File: src/rtl/bcd_serial_subtractor.sv
// Digit-serial packed-BCD subtractor: DIFF = A - B - BIN, one decimal digit
// per clock, least significant digit first, with decimal borrow.
// Operands are taken on a start/done handshake. The result registers keep
// their value until the next request completes.
module bcd_serial_subtractor #(
  parameter int DIGITS = 4
) (
  input  logic                clk,
  input  logic                rst,
  input  logic                start,
  input  logic [4*DIGITS-1:0] a,
  input  logic [4*DIGITS-1:0] b,
  input  logic                bin,
  output logic                busy,
  output logic                done,
  output logic [4*DIGITS-1:0] diff,
  output logic                bout,
  output logic                err
);

  localparam int W     = 4 * DIGITS;
  localparam int CNT_W = (DIGITS > 1) ? $clog2(DIGITS) : 1;
  localparam logic [CNT_W-1:0] LAST_DIGIT = CNT_W'(DIGITS - 1);

  typedef enum logic [1:0] {
    IDLE = 2'd0,
    RUN  = 2'd1,
    DONE = 2'd2
  } state_t;

  // Returns 1 if any nibble of the packed operand is not a decimal digit.
  function automatic logic has_bad_nibble(input logic [W-1:0] x);
    logic bad;
    bad = 1'b0;
    for (int i = 0; i < DIGITS; i++) begin
      if (x[4*i +: 4] > 4'd9) bad = 1'b1;
    end
    return bad;
  endfunction

  // One decimal digit of subtraction. Result is {borrow_out, digit}.
  function automatic logic [4:0] sub_digit(input logic [3:0] ad,
                                           input logic [3:0] bd,
                                           input logic       bw);
    logic signed [4:0] t;
    logic signed [4:0] adj;
    t = signed'({1'b0, ad}) - signed'({1'b0, bd}) - signed'({4'b0000, bw});
    if (t < 0) begin
      adj = t + 5'sd10;
      return {1'b1, adj[3:0]};
    end
    return {1'b0, t[3:0]};
  endfunction

  state_t           state_q, state_d;
  logic [CNT_W-1:0] cnt_q, cnt_d;
  logic [W-1:0]     diff_q, diff_d;
  logic             bout_q, bout_d;
  logic             err_q, err_d;

  // Working copies of the operands and the partial result; these carry no
  // reset because nothing observes them outside RUN.
  logic [W-1:0]     a_sh_q, a_sh_d;
  logic [W-1:0]     b_sh_q, b_sh_d;
  logic [W-1:0]     res_sh_q, res_sh_d;
  logic             borrow_q, borrow_d;

  logic [4:0]       dig_res;
  int               dig_idx;

  // Next-state, digit datapath and result update.
  always_comb begin
    state_d  = state_q;
    cnt_d    = cnt_q;
    diff_d   = diff_q;
    bout_d   = bout_q;
    err_d    = err_q;
    a_sh_d   = a_sh_q;
    b_sh_d   = b_sh_q;
    res_sh_d = res_sh_q;
    borrow_d = borrow_q;
    dig_idx  = int'(cnt_q);
    dig_res  = sub_digit(a_sh_q[4*dig_idx +: 4], b_sh_q[4*dig_idx +: 4], borrow_q);

    case (state_q)
      IDLE: begin
        if (start) begin
          a_sh_d   = a;
          b_sh_d   = b;
          borrow_d = bin;
          res_sh_d = '0;
          cnt_d    = '0;
          if (has_bad_nibble(a) || has_bad_nibble(b)) begin
            // Malformed operands skip the digit loop and report straight away.
            state_d = DONE;
            diff_d  = '0;
            bout_d  = 1'b0;
            err_d   = 1'b1;
          end else begin
            state_d = RUN;
          end
        end
      end
      RUN: begin
        res_sh_d[4*dig_idx +: 4] = dig_res[3:0];
        borrow_d                 = dig_res[4];
        if (cnt_q == LAST_DIGIT) begin
          // Results are published only here so they stay stable during RUN.
          state_d = DONE;
          cnt_d   = '0;
          diff_d  = res_sh_d;
          bout_d  = dig_res[4];
          err_d   = 1'b0;
        end else begin
          cnt_d = cnt_q + 1'b1;
        end
      end
      DONE: begin
        state_d = IDLE;
      end
      default: begin
        state_d = IDLE;
      end
    endcase
  end

  // Control and published-result registers; reset aborts any operation.
  always_ff @(posedge clk) begin
    if (rst) begin
      state_q <= IDLE;
      cnt_q   <= '0;
      diff_q  <= '0;
      bout_q  <= 1'b0;
      err_q   <= 1'b0;
    end else begin
      state_q <= state_d;
      cnt_q   <= cnt_d;
      diff_q  <= diff_d;
      bout_q  <= bout_d;
      err_q   <= err_d;
    end
  end

  // Operand and partial-result working registers.
  always_ff @(posedge clk) begin
    a_sh_q   <= a_sh_d;
    b_sh_q   <= b_sh_d;
    res_sh_q <= res_sh_d;
    borrow_q <= borrow_d;
  end

  assign busy = (state_q != IDLE);
  assign done = (state_q == DONE);
  assign diff = diff_q;
  assign bout = bout_q;
  assign err  = err_q;

endmodule

File: config.mk
export PLATFORM = sky130hd
export DESIGN_NAME = bcd_serial_subtractor
export DESIGN_NICKNAME = d
export VERILOG_FILES = /design/src/rtl/bcd_serial_subtractor.sv
export SDC_FILE = /design/constraint.sdc
export NUM_CORES = 1
export LEC_CHECK = 0
export CORE_MARGIN = 2
export CORE_UTILIZATION = 39
export CTS_CLUSTER_SIZE = 10
export DETAILED_ROUTE_END_ITERATION = 16
export PLACE_DENSITY_LB_ADDON = 0.2
export SYNTH_ARGS = -nofsm -noshare
export SYNTH_HDL_FRONTEND = slang
export SYNTH_SLANG_ARGS = --single-unit
File: constraint.sdc
create_clock -name clk -period 10 [get_ports clk]
set_input_delay 1.5 -clock clk [delete_from_list [all_inputs] [get_ports clk]]
set_output_delay 1.5 -clock clk [all_outputs]
set_load 0.05 [all_outputs]
## Word level (Yosys, flattened, before mapping)

Index checks and enable logic that the tools add are counted.

- Register bits: 71
- Input bits: 36
- Output and inout port bits: 20
- Logic and storage cells: 80

- $add $sub $neg: 5
- $lt $le $gt $ge: 9
- Equal/unequal tests: 6
- Shift-type cells: 4
- Muxes and demuxes: 39
- Reductions and logical operators: 8

Operators by type and width:

| cell | number |
|---|---|
| 16-bit 2-to-1 mux | 4 |
| 16-bit one-hot mux with 2 select lines | 2 |
| 4-bit negator with 33-bit output | 1 |
| 4-bit by 33-bit variable shift with 16-bit output, first input constant | 1 |
| 4-bit by 33-bit indexed part select with 16-bit output | 1 |
| 4-bit greater-than comparator, second input constant | 8 |
| 16-bit by 5-bit indexed part select with 4-bit output | 2 |
| 1-bit 2-to-1 mux | 20 |
| 16-bit bitwise mux | 1 |
| 2-bit 2-to-1 mux | 5 |
| 5-bit 2-to-1 mux | 2 |
| 2-bit one-hot mux with 2 select lines | 2 |
| 2-bit != test, second input constant | 3 |
| 1-bit one-hot mux with 2 select lines | 3 |
| 2-bit AND reduction | 3 |
| 5-bit by 1-bit < comparator with 1-bit output, second input constant | 1 |
| 4-bit by 4-bit subtractor with 5-bit output | 1 |
| 5-bit by 2-bit subtractor with 5-bit output | 1 |
| 4-bit adder, second input constant | 1 |
| 2-bit == test, second input constant | 2 |
| 4-bit AND reduction | 1 |
| 2-bit nonzero test | 2 |
| 2-bit by 1-bit adder with 2-bit output, second input constant | 1 |
| 2-bit by 1-bit == test with 1-bit output, second input constant | 1 |
| 2 further kinds | 2 |

## Logic depth before layout (Yosys ltp)

- Depth after elaboration: 11
- Mapped depth: 12

## Worst setup path before layout

OpenSTA, ideal clock, no wires.

- Path type: reg-to-reg
- From: register cnt_q[0]
- To: register res_sh_q[3], data pin
- Data arrival time: 3.258 ns
- Data required time: 9.729 ns
- Setup slack: 6.471 ns
- Cell stages (with the launch flop): 12
- Buffers on the path: 1
- Path through: dfxtp_1 > buf_2 > mux4_2 > fa_1 > fa_1 > xor2_1 > ha_1 > nor3_1 > a31oi_1 > o211ai_2 > xnor2_4 > o22ai_1

- Word-level cells in the longest chain between the ends: 9

RTL lines:

| element | line | text |
|---|---|---|
| from (decl) | 56 | `logic [CNT_W-1:0] cnt_q, cnt_d;` |
| from (signal assigned) | 137 | `cnt_q <= cnt_d;` |
| 16-bit by 5-bit indexed part select with 4-bit output | 83 | `dig_res = sub_digit(a_sh_q[4*dig_idx +: 4], b_sh_q[4*dig_idx +: 4], borrow_q);` |
| 4-bit by 4-bit subtractor with 5-bit output | 47 | `t = signed'({1'b0, ad}) - signed'({1'b0, bd}) - signed'({4'b0000, bw});` |
| 5-bit by 2-bit subtractor with 5-bit output | 47 |  |
| 4-bit adder or 5-bit by 1-bit < comparator with 1-bit output (tied branches) | 49, 48 |  |
| 5-bit 2-to-1 mux or 1-bit 2-to-1 mux (tied branches) | 48 | `if (t < 0) begin` |
| 5-bit 2-to-1 mux | 52 | `return {1'b0, t[3:0]};` |
| 4-bit by 33-bit indexed part select with 16-bit output | 105 | `res_sh_d[4*dig_idx +: 4] = dig_res[3:0];` |
| 16-bit bitwise mux (*) | 105 |  |
| 16-bit one-hot mux with 2 select lines (*) | 85 | `case (state_q)` |
| to (signal assigned) | 148 | `res_sh_q <= res_sh_d;` |
| to (decl) | 65 | `logic [W-1:0] res_sh_q, res_sh_d;` |

Every way passes the cells marked *; elsewhere a longest branch is shown, timed or not. The select of a mux whose other input is x is not followed.
A chain may end at the register's enable or synchronous reset.

## Final worst setup path

- From: register cnt_q[0]
- To: register res_sh_q[10], data pin

The elaborated chain is that of the path after synthesis.

==> run_results.csv <==
group,metric,value,unit
run_status,status,"finished, final reports clean",
finish,final_nets,396,
synthesis,syn-instance-count,293,
clocking,cts_buffers,9,
place,portBuffers,55,
floorplanning,die_x,98.08,µm
clocking,cts_tree,"built",
finish,final_cell_mix,"clkdlybuf4s50_1 (55), edfxtp_1 (49), a21oi_1 (24)",
synthesis,synth-simple-area-share,0.1566,
setup_path,endpoint_kind,"flip-flop",
floorplanning,core_area,8636,µm²
place,dp.cells,444,
floorplanning,initial_utilization,0.3997,
detailed_routing,routed_wl,7.480,mm
synthesis,synth-xor-area-share,0.01957,
pwr,p_per_area,160.2,nW/µm²
place,gp_congestion,0.7910,
synthesis,synth_area,3452,µm²
detailed_routing,vias_per_cell,5.259,
clocking,clkTransAtPathRegs,80,ps
synthesis,synth_edf_count,49,
synthesis,synthMuxAreaShare,0.05799,
setup_path,cp_max_fo,18,
synthesis,synth_compound_area_frac,0.1207,
setup_path,cp_slowest_cell,"dfxtp_1",
synthesis,synth.ff_latch_count,71,
clocking,cts_max_path_buffers,2,
timing,fmax,251.0,MHz
synthesis,syn-num-nets,342,
detailed_routing,drtAntennaViolNets,0,
clocking,postCtsSetupRepairBufs,0,
synthesis,synth_top_family_by_area,"simple AND/OR/NAND/NOR gates",
timing,skew,8.644,ps
clocking,h-tree-depth,3,
grt,grt_max_degree,36,
timing,worst_slew_pin_slew,909.2,ps
timing,rsz0062_at_grt,"false",
clocking,clock_sinks,71,
finish,fin_util,0.4983,
clocking,clk_latency,350,ps
floorplanning,rows,34,
detailed_routing,drc_errors,0,
synthesis,ys.flop_type,"edfxtp_1",
grt,track_usage,0.1686,
setup_path,arrival,4060,ps
grt,overflow,0,
setup_path,cp.required,10080,ps
grt,antenna_found_initial,0,
timing,fin_hold_ws,461.4,ps
place,place_hpwl,5.287,mm
setup_path,start_kind,"flip-flop",
detailed_routing,via_count,2419,
timing,fin_crit_sh,0.3984,
synthesis,yosys.area_share.adder,0.05147,
synthesis,synthArstFlopShare,0,
job,cap_viol_max_count,0,
detailed_routing,avgRoutedWirePerCell,16.26,µm
grt,grt_pass1_wl,12.49,mm
pwr,peakVddDrop,0.00005830,V
finish,n_antenna_cell,0,
finish,fin_area,4303,µm²
timing,relSlewSlack,0.3919,
pwr,p_leak,1.464,nW
synthesis,synth_warnings,0,
clocking,cts-resized-gates,0,
finish,layout_commonest_cell,"clkdlybuf4s50_1",
timing,fin_setup_tns,0,ps
synthesis,ys_seq_area_frac,0.5538,
clocking,cts_hold_buf,0,
setup_path,cpPeakStageDelay,860,ps
floorplanning,fp.dieH,98.08,µm
timing,finalHoldViolations,0,
grt,grt_pass1_vias,2443,
finish,n_fill_cell,778,
timing,layout_min_cycle_time,3984,ps
detailed_routing,first_iter_violations,122,
setup_path,path_cells,"mux4_2 > fa_1 > fa_1 > xor2_1 > ha_1 > and2_1 > o22ai_1 > nand4_2 > a21oi_1 > nor2_1",
synthesis,synth.distinct_cells,54,
timing,setup_viol,0,
finish,drive_gt1_frac,0.09943,
place,placed_cell_area,4083,µm²
setup_path,cp_common_cell,"fa_1",
setup_path,criticalPathCategory,"flip-flop to flip-flop",
detailed_routing,first_pass_iters,4,
finish,syn2layout_area_growth,24.65,%
min_path,hp-class,"flip-flop to flip-flop",
synthesis,synth.avg_cell_area,11.78,µm²
floorplanning,num_io_pins,56,
timing,slew_violations,0,
floorplanning,die-area,9620,µm²
clocking,cts-root-buf,"clkbuf_8",
finish,finalNonFillerCells,460,
==> worst paths after layout <==
check,start,depth (start not counted),end,slack [ps]
setup / recovery,cnt_q[0],10,res_sh_q[10],6020
hold / removal,err,2,err,460
setup reg to reg,cnt_q[0],10,res_sh_q[10],6020
hold reg to reg,err,2,err,460
==> layer usage <==
layer,vias to the layer above,wire (µm),global-route usage
li1,1184,-,-
met1,1150,3562,0.2277
met2,75,3400,0.2592
met3,10,426,0.04653
met4,0,91,0.06624
met5,-,0,0
==> kinds of logic (layout without fill, tap and decap cells) <==
kind of cell,count (synthesis),after routing
compound gates,66,66
xor+xnor,4,4
fa+ha+maj,13,13
buf+inv,32,91
flops,71,71
mux,10,10
simple gates,97,97
==> sequential cells by signal, indices dropped and copies added (netlist names), 2 cells and up <==
| signal | flops |
|---|---|
| a_sh_q | 16 |
| b_sh_q | 16 |
| diff | 16 |
| res_sh_q | 16 |
| cnt_q | 2 |
| state_q | 2 |
==> worst max-delay path, delay by kind of cell, from the launching register on <==
family                     cells  cell delay [ps]
AOI/OAI and AO/OA              2              440
and+or+nand+nor                3              420
xor gates and xnor gates       1              170
DFF                            1              860
muxes                          1              610
adders and majority gates      3             1210
==> per-stage QoR <==
stage | setup WS [ps] | total power (W)
after global placement | 6156 | 0.0004399
after detailed placement | 5999 | 0.0004417
after global routing | 5740 | 0.0007207
final | 6016 | 0.0006895
after CTS | 5984 | 0.0006961
after floorplan | 6471 | 0.0004074
==> cell usage after synthesis (all sizes together) (5+ instances only) <==
library cell  number  area share
a31oi              6       0.011
o21ai             15       0.022
nand2b            10       0.018
dfxtp             22        0.13
clkbuf             5      0.0058
edfxtp            49        0.43
ha                11       0.040
nor2              20       0.022
a21oi             25       0.037
nand2             23       0.025
nor2b             14       0.025
o32ai              6       0.015
o22ai              6       0.011
mux4               8       0.052
inv               18       0.020
buf                9       0.014
==> final cells by class <==
class	count	area (µm²)	share of cell area
tap	108	135.1	0.03140
inverter	18	67.56	0.01570
clock inverter	7	96.34	0.02239
multi-input combinational	190	1403	0.3260
timing repair buffer	57	565.5	0.1314
sequential	71	1912	0.4443
clock buffer	9	123.9	0.02879
==> where the power goes <==
part	leakage, nW	switching (W)	internal [W]	total, W
Sequential	0.657	0.00000403	0.000328	0.000332
Clock	0.102	0.000114	0.000141	0.000255
Combinational	0.706	0.0000579	0.0000445	0.000102
Note: power is estimated with default switching activity, not from simulation.
